--- config.mk ---
export PLATFORM = sky130hd
export DESIGN_NAME = sub_bytes_engine
export DESIGN_NICKNAME = d
export VERILOG_FILES = /design/src/rtl/aes_pkg.sv /design/src/rtl/sbox_lane.sv /design/src/rtl/sub_bytes_engine.sv
export SDC_FILE = /design/constraint.sdc
export NUM_CORES = 2
export LEC_CHECK = 0
export ABC_AREA = 0
export BUFFER_PORTS_ARGS = -buffer_cell sky130_fd_sc_hd__clkbuf_2
export CAP_MARGIN = 20
export CORE_AREA = 3 3 497 499
export CTS_BUF_LIST = sky130_fd_sc_hd__clkbuf_8
export CTS_CLUSTER_SIZE = 28
export DETAILED_ROUTE_END_ITERATION = 12
export DIE_AREA = 0 0 500 502
export PLACE_DENSITY = 0.47
export SYNTH_ARGS = -nofsm -noshare
export SYNTH_HDL_FRONTEND = slang
export SYNTH_HIERARCHICAL = 1
export SYNTH_SLANG_ARGS = --single-unit
--- constraint.sdc ---
create_clock -name clk -period 24.7 [get_ports clk]
set_input_delay 2.47 -clock clk [delete_from_list [all_inputs] [get_ports clk]]
set_output_delay 2.47 -clock clk [all_outputs]
set_load 0.01 [all_outputs]
--- src/rtl/aes_pkg.sv ---
// Shared AES SubBytes definitions: field constants, FSM state type and GF(2^8)/affine helpers.
// Used by the S-box lane and the iterative SubBytes engine.
package aes_pkg;

  localparam logic [7:0] GF_POLY      = 8'h1B;
  localparam logic [7:0] AFFINE_C     = 8'h63;
  localparam logic [7:0] INV_AFFINE_C = 8'h05;

  typedef enum logic [1:0] {
    IDLE,
    BUSY,
    DONE
  } state_e;

  // Shift-and-add multiply, reducing by x^8+x^4+x^3+x+1 whenever the top bit falls out.
  function automatic logic [7:0] gf_mul8(input logic [7:0] a, input logic [7:0] b);
    logic [7:0] p;
    logic [7:0] s;
    p = '0;
    s = a;
    for (int i = 0; i < 8; i++) begin
      if (b[i]) p = p ^ s;
      s = s[7] ? ({s[6:0], 1'b0} ^ GF_POLY) : {s[6:0], 1'b0};
    end
    return p;
  endfunction

  function automatic logic [7:0] affine_fwd(input logic [7:0] b);
    return b ^ {b[6:0], b[7]} ^ {b[5:0], b[7:6]} ^ {b[4:0], b[7:5]} ^ {b[3:0], b[7:4]} ^ AFFINE_C;
  endfunction

  function automatic logic [7:0] affine_inv(input logic [7:0] b);
    return {b[6:0], b[7]} ^ {b[4:0], b[7:5]} ^ {b[1:0], b[7:2]} ^ INV_AFFINE_C;
  endfunction

endpackage

--- src/rtl/sbox_lane.sv ---
// One combinational AES S-box lane, forward or inverse, around a single shared field inverter.
// Zero latency; no handshake, the caller owns all flow control.
module sbox_lane
  import aes_pkg::*;
(
  input  logic [7:0] x,
  input  logic       inv,
  output logic [7:0] y
);

  // a^254 == a^-1 for nonzero a, and maps 0 to 0 as SubBytes requires.
  function automatic logic [7:0] gf_inv(input logic [7:0] a);
    logic [7:0] r;
    logic [7:0] p;
    r = 8'h01;
    p = a;
    for (int i = 0; i < 7; i++) begin
      p = gf_mul8(p, p);
      r = gf_mul8(r, p);
    end
    return r;
  endfunction

  logic [7:0] pre;
  logic [7:0] mid;

  assign pre = inv ? affine_inv(x) : x;
  assign mid = gf_inv(pre);
  assign y   = inv ? mid : affine_fwd(mid);

endmodule

--- src/rtl/sub_bytes_engine.sv ---
// Iterative SubBytes over a 128-bit state, LANES bytes per beat; result valid BEATS edges after accept.
// Holds the result while out_ready is low and refuses new input until the result has been taken.
module sub_bytes_engine
  import aes_pkg::*;
#(
  parameter int LANES = 4
) (
  input  logic         clk,
  input  logic         rst,
  input  logic         in_valid,
  output logic         in_ready,
  input  logic [127:0] in_state,
  input  logic         in_inv,
  output logic         out_valid,
  input  logic         out_ready,
  output logic [127:0] out_state,
  output logic         busy
);

  localparam int BEATS = 16 / LANES;
  localparam int CNT_W = (BEATS > 1) ? $clog2(BEATS) : 1;
  localparam int LSH   = $clog2(LANES);

  generate
    if (!(LANES == 1 || LANES == 2 || LANES == 4 || LANES == 8 || LANES == 16)) begin : g_bad_lanes
      $error("sub_bytes_engine: LANES must be 1, 2, 4, 8 or 16");
    end
  endgenerate

  state_e             state_q, state_d;
  logic [CNT_W-1:0]   cnt_q, cnt_d;
  logic [127:0]       work_q, work_d;
  logic               mode_q, mode_d;

  logic [3:0]         beat_base;
  logic [LANES*8-1:0] lane_x;
  logic [LANES*8-1:0] lane_y;

  // First byte index handled in the current beat.
  assign beat_base = 4'(cnt_q) << LSH;

  for (genvar g = 0; g < LANES; g++) begin : g_lane
    logic [3:0] idx;
    assign idx = beat_base + 4'(g);
    assign lane_x[g*8 +: 8] = work_q[{idx, 3'b000} +: 8];

    sbox_lane u_lane (
      .x   (lane_x[g*8 +: 8]),
      .inv (mode_q),
      .y   (lane_y[g*8 +: 8])
    );
  end

  always_comb begin
    state_d   = state_q;
    cnt_d     = cnt_q;
    work_d    = work_q;
    mode_d    = mode_q;
    in_ready  = 1'b0;
    out_valid = 1'b0;
    busy      = 1'b0;
    case (state_q)
      IDLE: begin
        in_ready = 1'b1;
        if (in_valid) begin
          work_d  = in_state;
          mode_d  = in_inv;
          cnt_d   = '0;
          state_d = BUSY;
        end
      end
      BUSY: begin
        busy = 1'b1;
        for (int l = 0; l < LANES; l++) begin
          work_d[{beat_base + 4'(l), 3'b000} +: 8] = lane_y[l*8 +: 8];
        end
        if (cnt_q == CNT_W'(BEATS - 1)) begin
          cnt_d   = '0;
          state_d = DONE;
        end else begin
          cnt_d = cnt_q + CNT_W'(1);
        end
      end
      DONE: begin
        busy      = 1'b1;
        out_valid = 1'b1;
        if (out_ready) state_d = IDLE;
      end
      default: state_d = IDLE;
    endcase
  end

  always_ff @(posedge clk) begin
    if (rst) begin
      state_q <= IDLE;
      cnt_q   <= '0;
      work_q  <= '0;
      mode_q  <= 1'b0;
    end else begin
      state_q <= state_d;
      cnt_q   <= cnt_d;
      work_q  <= work_d;
      mode_q  <= mode_d;
    end
  end

  assign out_state = work_q;

endmodule
==> summary.txt <==
Run status
  • Status: finished clean

Placement
  • DP Wirelength: 202 mm
  • Buffers on Ports: 263
  • Placed insts: 12381
  • GPL Wtd Cong: 0.929
  • Place WS: 2.58 ns

STA
  • Setup TNS: 0 ns
  • Max-slew violations: 0
  • Max-Slew Margin vs Limit: 0.255
  • Final min period: 22.27 ns
  • # setup viols final: 0
  • Hold Vio Cnt, Final: 0
  • Setup Skew: 0.0280 ns
  • Fmax: 44.9 MHz
  • RSZ-0062 raised after global routing: false
  • Tcrit/Tclk final: 0.902
  • Final setup margin: 2.43 ns
  • Measured slew at the worst slew-check pin: 1.11 ns

Clocking
  • TritonCTS clock tree: yes
  • Worst-path clk slew: 0.10 ns
  • CTS H-tree lvls: 4
  • CTS buffer count: 17
  • Root Driver: clkbuf_8
  • Hold buffers post-CTS: 0
  • Post-CTS Resized: 0
  • Setup Buffers After CTS: 0
  • Clk Latency, worst-skew pair: 0.56 ns
  • Max Root-Sink Buffers: 2
  • Clock sink count: 133

Worst hold path
  • Worst hold path depth: 2
  • Min-delay src: out_state[76]
  • Worst Hold Class: flop to flop

GRT
  • First-pass GRT wire length: 414 mm
  • Pin count of the biggest net entering global routing: 123
  • GR Util All Layers: 0.207
  • Vias in the first global route: 65635
  • Initial antenna violation count: 23
  • Gr ovfl total: 0

Worst setup path
  • Crit path max fanout: 28
  • Critical path's largest stage delay: 0.83 ns
  • Setup crit start kind: flop
  • Slowest CP cell: xnor3_1
  • Required @ worst endpoint: 25.15 ns
  • CP Capture Type: flop
  • Worst R2R Path Depth: 65
  • Setup Crit Path Kind: flop to flop
  • Critical Path AT: 22.72 ns
  • Crit path launch: cnt_q[0]
  • Worst reg2reg startpoint: cnt_q[0]

Yosys
  • Syn_area_per_cell: 7.79 µm²
  • Number of synthesized flops with an enable pin: 0
  • Yosys top cell by area: xnor2_1
  • Cell types occupying the most area after synthesis: xnor2_1, xnor3_1, xor2_1, nor2_1, nand2_1
  • Unique masters post-synth: 118
  • Fraction of registers with async set or reset after synthesis: 0
  • Yosys warning total: 6
  • Sequential share of the synthesized area: 0.0366
  • Synth top area share: 0.160
  • Ys flop type: dfxtp_1
  • Syn nets: 9502
  • Mapped Area: 0.0727 mm²
  • Gate Count Post-Synth: 9333
  • Synth Register Bits: 133

Drt
  • Drt total wl: 271 mm
  • Post-DRT Antenna Nets: 0
  • Drt wl/cell: 21.8 µm
  • DR vias/cell: 5.52
  • DRT iter0 DRCs: 5972
  • Total number of vias: 68575
  • DRC errors left: 0
  • Pre-Repair DR Iteration Count: 7

Die
  • I/O pin total: 264
  • Initial cell density of the core: 0.299
  • Die area: 0.251 mm²
  • Die width: 500 µm
  • Die Y: 502 µm
  • Row count: 181
  • Core ar.: 0.243 mm²

Layout
  • Synthesis-to-layout area growth: 7.01%
  • Non-Filler Instances: 12422
  • Final layout net count: 9368
  • Layout cells sized above 1: 0.139

Flow run
  • Max-Cap Viols: 0
flip-flops by register name, indices dropped and copies added, names as in the netlist:
name	count
out_state	128
mode_q	1
state_q	2
cnt_q	2
worst paths after layout:
path                         end  slack [ns]
setup / recovery  out_state[121]        2.43
hold / removal     out_state[76]        0.49
setup reg to reg  out_state[121]        2.43
hold reg to reg    out_state[76]        0.49
routing by layer:
| layer | vias to the layer above | part of all wire | track usage |
|---|---|---|---|
| met1 | 33279 | 0.43 | 0.269 |
| met3 | 370 | 0.049 | 0.0221 |
| met4 | 12 | 0.049 | 0.0945 |
| met2 | 2043 | 0.47 | 0.345 |
| met5 | - | 0.00030 | 0 |
| li1 | 32871 | - | - |
per-stage QoR:
step                hold WS (ns)  area [µm²]   util
floorplan                  0.496       72700      -
global placement           0.465       77400  0.319
detailed placement         0.475       77400  0.319
CTS                        0.493       77800  0.320
global route               0.503       77800  0.320
finish                     0.487       77800  0.320
cells by family (layout without fill, tap and decap cells):
kind of cell,count (synthesis),after routing,synth area share
buf+inv,887,766,0.0547
mux,426,426,0.0689
fa+ha+maj,36,36,0.00619
flops,133,133,0.0366
xor+xnor,2508,2508,0.423
simple gates,3253,3253,0.204
compound gates,2090,2090,0.208
other cells,0,8,0
worst max-delay path: cells and delay by family, from the launching register on:
family	cells	cell delay (ns)
AO/OA/AOI/OAI	22	6.15
XOR/XNOR	14	5.64
AND/OR/NAND/NOR	12	3.53
multiplexers	7	2.21
buffers and inverters	6	2.20
adder cells (fa/ha/maj)	4	1.76
flip-flops	1	0.57
cell usage in the layout (no fill, tap or decap), drive strengths merged, types with 32 or more instances in the layout:
master  netlist  final
nand3       195    195
mux2i       297    297
xnor2      1544   1544
ha           36     36
nand2b       87     87
xor3        100    100
buf         312    282
xor2        536    536
nand2      1036   1036
o21ai       267    267
inv         181    190
o221ai       44     44
or4          41     41
a22oi        88     88
o32ai        40     40
nor3        240    240
nor2       1142   1142
or2          40     40
o22ai       224    224
mux2         93     93
dfxtp       133    133
mux4         36     36
a21oi       487    487
nor2b        46     46
o31ai        80     80
a31oi        89     89
clkbuf      386    279
nand4        33     33
a311oi       57     57
nor4         72     72
a221oi      140    140
and3         58     58
a211o        32     32
o211ai       76     76
and2        121    121
or3          52     52
a211oi       92     92
xnor3       328    328
layout make-up:
type | count | area [µm²]
Clock inverter | 15 | 144
Tap cell | 3202 | 4010
Antenna cell | 8 | 20.0
Fill cell | 25818 | 165000
Sequential cell | 133 | 2670
Inverter | 189 | 709
Clock buffer | 17 | 234
Timing Repair Buffer | 545 | 3460
Multi-Input combinational cell | 8313 | 66600
cells in the mapped netlist, types with 192 or more instances:
cell type	count
o21ai_0	212
nor2_1	1134
nand3_1	195
nor3_1	236
xor2_1	488
clkbuf_1	385
xnor2_1	1332
o22ai_1	216
a21oi_1	475
xnor3_1	300
nand2_1	1032
mux2i_1	273
buf_2	192
Power is not shown: default switching activity piles up to over one toggle a cycle in this logic, so the estimate is an artifact.
